<file path="src/rtl/aes_pkg.sv">
// Shared definitions for the block serializer: the default block size
// and the two-state FSM encoding.
package aes_pkg;

  // Default number of bytes per block (one 128-bit AES block).
  localparam int BLK_BYTES_DEF = 16;

  // IDLE waits for a block; SEND streams it out byte by byte.
  typedef enum logic [0:0] {
    IDLE = 1'b0,
    SEND = 1'b1
  } ser_state_t;

endpackage

</file>
<file path="src/rtl/block_serializer.sv">
// block_serializer: takes a BLK_BYTES-wide parallel block and streams it
// out MSB-first, one byte per valid/ready handshake. A new block may be
// accepted on the same edge the final byte leaves, giving gapless output.
//
// Build option: define SER_ZEROIZE_EN to clear the shift register on the
// edge where the final byte transfers (when no new block is loaded).
// Port-visible behaviour is the same with or without it.
module block_serializer
  import aes_pkg::*;
#(
  parameter int BLK_BYTES = BLK_BYTES_DEF
) (
  input  logic                   clk,
  input  logic                   reset,
  input  logic [8*BLK_BYTES-1:0] blk_in,
  input  logic                   blk_valid,
  output logic                   blk_ready,
  output logic [7:0]             byte_out,
  output logic                   byte_valid,
  input  logic                   byte_ready,
  output logic                   byte_last,
  output logic                   busy
);

  localparam int W  = 8 * BLK_BYTES;
  localparam int CW = (BLK_BYTES > 1) ? $clog2(BLK_BYTES) : 1;
  localparam logic [CW-1:0] LAST_CNT = CW'(BLK_BYTES - 1);

  ser_state_t    state_reg;
  ser_state_t    state_next;
  logic [CW-1:0] cnt_reg;
  logic [W-1:0]  shreg_reg;

  logic accept;
  logic xfer;

  assign accept = blk_valid & blk_ready;
  assign xfer   = byte_valid & byte_ready;

  // State register; reset wins over any handshake in the same cycle.
  always_ff @(posedge clk) begin
    if (reset) begin
      state_reg <= IDLE;
    end else begin
      state_reg <= state_next;
    end
  end

  // Next-state logic: leave SEND only when the last byte goes out and no
  // new block is taken on that same edge.
  always_comb begin
    state_next = state_reg;
    case (state_reg)
      IDLE: begin
        if (accept) begin
          state_next = SEND;
        end
      end
      SEND: begin
        if (xfer && byte_last && !accept) begin
          state_next = IDLE;
        end
      end
      default: state_next = IDLE;
    endcase
  end

  // Outputs decoded from state and counter; blk_ready also looks at
  // byte_ready so a follow-on block can load with no bubble.
  always_comb begin
    byte_valid = (state_reg == SEND);
    busy       = (state_reg == SEND);
    byte_last  = (state_reg == SEND) && (cnt_reg == LAST_CNT);
    blk_ready  = (state_reg == IDLE) || (byte_last && byte_ready);
  end

  // Output byte comes straight from the top of the shift register.
  assign byte_out = shreg_reg[W-1 -: 8];

  // Shift register and byte counter: load on accept, shift on transfer,
  // hold otherwise. The counter clears after the final byte so it never
  // exceeds BLK_BYTES-1.
  always_ff @(posedge clk) begin
    if (reset) begin
      shreg_reg <= '0;
      cnt_reg   <= '0;
    end else if (accept) begin
      shreg_reg <= blk_in;
      cnt_reg   <= '0;
    end else if (xfer) begin
      if (byte_last) begin
`ifdef SER_ZEROIZE_EN
        shreg_reg <= '0;
`else
        shreg_reg <= {shreg_reg[W-9:0], 8'h00};
`endif
        cnt_reg   <= '0;
      end else begin
        shreg_reg <= {shreg_reg[W-9:0], 8'h00};
        cnt_reg   <= cnt_reg + 1'b1;
      end
    end
  end

endmodule
</file>
<file path="config.mk">
export PLATFORM = sky130hd
export DESIGN_NAME = block_serializer
export DESIGN_NICKNAME = d
export VERILOG_FILES = /design/src/rtl/aes_pkg.sv /design/src/rtl/block_serializer.sv
export SDC_FILE = /design/constraint.sdc
export NUM_CORES = 1
export LEC_CHECK = 0
export ABC_CLOCK_PERIOD_IN_PS = 3400
export BUFFER_PORTS_ARGS = -buffer_cell sky130_fd_sc_hd__buf_2
export CORE_UTILIZATION = 45
export CTS_CLUSTER_SIZE = 28
export DETAILED_ROUTE_END_ITERATION = 12
export PLACE_DENSITY = 0.78
export SYNTH_ARGS = -nofsm -noshare
export SYNTH_HDL_FRONTEND = slang
export SYNTH_SLANG_ARGS = --single-unit
</file>
<file path="constraint.sdc">
create_clock -name clk -period 3.4 [get_ports clk]
set_clock_uncertainty 0.1 [all_clocks]
set_input_delay 0.51 -clock clk [delete_from_list [all_inputs] [get_ports clk]]
set_output_delay 0.51 -clock clk [all_outputs]
set_load 0.03 [all_outputs]
</file>
After elaboration in Yosys (flattened, before gate mapping):

Index checks and enable logic that the tools add are counted.

* flip-flop bits (word level): 133
* output and inout bits: 12

* add/subtract/negate cells: 1
* equal/unequal tests: 1
* mux-type cells: 6
* bitwise operators: 3
* reductions and logical operators: 8

Operators by type and width (number)
* 128-bit 2-to-1 mux: 2
* 4-bit by 1-bit adder with 4-bit output, second input constant: 1
* 4-bit equality test, second input constant: 1
* 1-bit logical AND: 4
* 4-bit 2-to-1 mux: 1
* 1-bit AND: 2
* 1-bit 2-to-1 mux: 2
* 1-bit case mux with 2 select lines: 1
* 2-bit nonzero test: 1
* 2-bit OR reduction: 1
* 1-bit zero test: 1
* 1-bit logical OR: 1
* 1-bit inverter: 1

Depth between registers and ports, before layout:

* depth in word-level cells: 9
* mapped depth: 7
* mapped depth without buffers: 4

Worst setup path before layout:

Ideal clock, no wire load.

* kind: reg2out
* start point: register state_reg (netlist: busy)
* end point: output port blk_ready
* arrival time: 1274 ps
* data required time: 2790 ps
* setup slack: 1516 ps
* stages on the path, launching flop included: 4
* path buffers: 1
* path through: dfxtp_1 -> and2_1 -> clkbuf_1 -> inv_1

* word-level cells in the longest chain between the ends: 3
* elaborated cells between the ends (all ways): 4

Ends and longest elaborated chain
* from (decl): RTL line block_serializer.sv:29 `ser_state_t state_reg;`
* from (signal assigned): RTL line block_serializer.sv:45 `state_reg <= state_next;`
* 1-bit logical AND: RTL line block_serializer.sv:73 `byte_last = (state_reg == SEND) && (cnt_reg == LAST_CNT);`
* 1-bit logical AND: RTL line block_serializer.sv:74 `blk_ready = (state_reg == IDLE) || (byte_last && byte_ready);`
* 1-bit logical OR *: RTL line block_serializer.sv:74
* to (decl): RTL line block_serializer.sv:17 `output logic blk_ready,`

Mark *: on every way between the ends. The rest lies on a longest branch, timed or not.

Worst setup path after layout:

* start point: register cnt_reg[0]
* end point: output port blk_ready

* word-level cells in the longest chain between the ends: 4

Ends and longest elaborated chain
* from (decl): RTL line block_serializer.sv:31 `logic [CW-1:0] cnt_reg;`
* from (signal assigned): RTL line block_serializer.sv:100 `cnt_reg <= cnt_reg + 1'b1;`
* 4-bit equality test: RTL line block_serializer.sv:73
* 1-bit logical AND: RTL line block_serializer.sv:73
* 1-bit logical AND: RTL line block_serializer.sv:74
* 1-bit logical OR: RTL line block_serializer.sv:74

Every way passes these cells.

==> flow_summary.toml <==
[clocking]
cts.clk_slew.worst_paths_ns = 0.05
insertion_delay_ns = 0.42
htreeDepth = 4
cts.sinks = 133
cts_tree = "done"
root_buffer = "clkbuf_16"
post_cts_resized = 0
numCtsBuffers = 17
cts_max_path_buffers = 2
hold_buffers = 0
cts_setup_buffers = 0

[routing]
vias_per_cell = 6.64
wl_per_cell_um = 20.7
wirelength_um = 16400
drt_pre_antenna_iters = 5
postRouteAntennaNets = 0
drc_errors = 0
vias = 5289
drt_iter0_markers = 734

[finish]
multiInputGateArea_mm2 = 0.00301
final_cell_mix = "o221a_2, buf_2, dfxtp_1"
largest_register_ffs = 128
final.fill_count = 1120
drive_above_1_share_pct = 55.3
layout_commonest_cell = "o221a_2"
num_antenna_cells = 0
fin_util_pct = 55.4
seq_area_mm2 = 0.00266
final_area_mm2 = 0.00736
fin_nets = 740
syn_to_final_growth_pct = 19.9
finalNonFillerCells = 796

[timing]
fin_crit_ns = 2.33
finalSetupTns_ns = 0
max_freq_ghz = 0.430
slew_violations = 0
setup_viol = 0
slew_headroom_pct = 56.3
hold_viol = 0
max_slew.worst_pin.slew_ns = 0.655
finalCritPeriodShare_pct = 68.5
rsz0062_at_grt = "false"

[critical_path]
crit_path_start_kind = "flip-flop"
cp.arrival_ns = 1.72
crit_path_max_fanout = 10
cp.required_ns = 2.79
worstSetupPathType = "flip-flop to primary output"
critPathCaptureType = "primary output"

[floorplan]
die_w_um = 119
core_area_mm2 = 0.0133
core.rowCount = 42
dieArea_mm2 = 0.0141
die_y_um = 119
start_util_pct = 46.2
top_level_ports = 144

[synth]
synthesis.nets = 651
yosysSeqAreaShare_pct = 43.3
ys_types = 34
synth_warnings = 0
syn_area_mm2 = 0.00614
avgSynthCellArea_um2 = 11.9
syn_inst = 518
synth-seq-cells = 133

[placement]
dp.cells = 764
placed_cell_area_mm2 = 0.00678
post-dp-hpwl_um = 10100
gp_congestion = 0.791
port_buffers = 143

[pwr]
ir_drop_mv = 0.349
leakagePower_nw = 2.94
powerDensity_mw_per_mm2 = 572

[global_route]
grt_pass1_wl_um = 26700
antenna_found_initial = 0
grt_start_max_net_pins = 81
grt_pass1_vias = 5101
track_usage_pct = 23.6
grt_overflow_total = 0

[outcome]
status = "finished, final reports clean"

[flow_run]
maxCapViolCount = 0

[min_path]
hp-class = "primary input to flip-flop"
-- cell type report --
| type | count | area share [%] |
|---|---|---|
| well taps | 176 | 2.99 |
| multi-input cells | 291 | 40.9 |
| inverters | 14 | 0.748 |
| flip-flops and latches | 133 | 36.2 |
| clock buffers | 22 | 6.17 |
| clock inverters | 10 | 1.77 |
| repair buffers | 150 | 11.3 |
-- kinds of logic (layout without fill, tap and decap cells) --
kind of cell / Yosys count / count (layout) / synth area share, %
DFF: 133 / 133 / 43.3
adders and majority gates: 1 / 1 / 0.204
AOI/OAI and AO/OA: 253 / 253 / 45.3
xor gates and xnor gates: 1 / 1 / 0.143
muxes: 2 / 2 / 0.346
buffers and inverters: 94 / 196 / 8.00
and+or+nand+nor: 34 / 34 / 2.69
-- power breakdown --
part	switching, W	total (W)	leakage (nW)	internal (W)
clock	0.000662	0.00183	0.284	0.00116
sequential	0.0000972	0.00180	1.10	0.00170
combinational	0.000275	0.000584	1.56	0.000309
-- critical path, stage by stage (launching register included) --
cell	delay, ns
dfxtp_1	0.37
ha_1	0.23
nand4_1	0.13
and2_1	0.29
inv_1	0.08
buf_2	0.19
-- stage by stage --
stage / hold WS (ns) / power [W] / setup slack [ns]
final: 0.251 / 0.00421 / 1.07
after global routing: 0.245 / 0.00437 / 0.935
after CTS: 0.239 / 0.00423 / 1.08
after detailed placement: 0.369 / 0.00240 / 1.07
after global placement: 0.362 / 0.00238 / 1.10
after floorplan: 0.342 / 0.00222 / 1.52
-- Yosys cell counts --
cell       number  area [µm²]
xor2_1          1        8.76
o221a_1        69         777
mux2i_1         1        10.0
nor3_1          2        10.0
nand4_1         1        6.26
o221ai_1        6        52.6
o221a_2       159        1790
dfxtp_1       133        2660
nand3_1         2        10.0
nand2b_1        1        6.26
and2_1          3        18.8
buf_1           1        3.75
o2111ai_1       1        8.76
nand2_1        17        63.8
buf_6           7        78.8
a21oi_1         1        5.00
nand2_2         1        6.26
nor2_1          1        3.75
o32ai_1         8        70.1
or2_1           1        6.26
inv_1          14        52.6
nor2b_1         1        6.26
a21boi_0        1        7.51
clkbuf_1       33         124
buf_4          15         113
and3_1          2        12.5
ha_1            1        12.5
mux2_2          1        11.3
buf_2          24         120
o21a_1          1        7.51
o2111a_1        1        11.3
and4_1          1        8.76
a221oi_1        6        52.6
or3_1           1        6.26
-- routing by layer --
metal | up-vias | part of all wire (%) | track usage [%]
li1 | 2440 | - | -
met1 | 2609 | 48 | 34.1
met2 | 217 | 44 | 33.7
met3 | 23 | 6.5 | 5.80
met4 | 0 | 1.4 | 8.47
met5 | - | 0 | 0
-- path summary, 6_finish.rpt --
check | start | to | slack [ns] | cells after the start
min reg2reg | shreg_reg[117] | shreg_reg[125] | 0.38 | 2
min | blk_in[1] | shreg_reg[1] | 0.25 | 3
max reg2reg | busy | shreg_reg[21] | 1.24 | 4
max | cnt_reg[0] | blk_ready | 1.07 | 5
Power figures use the tool's default switching activity.
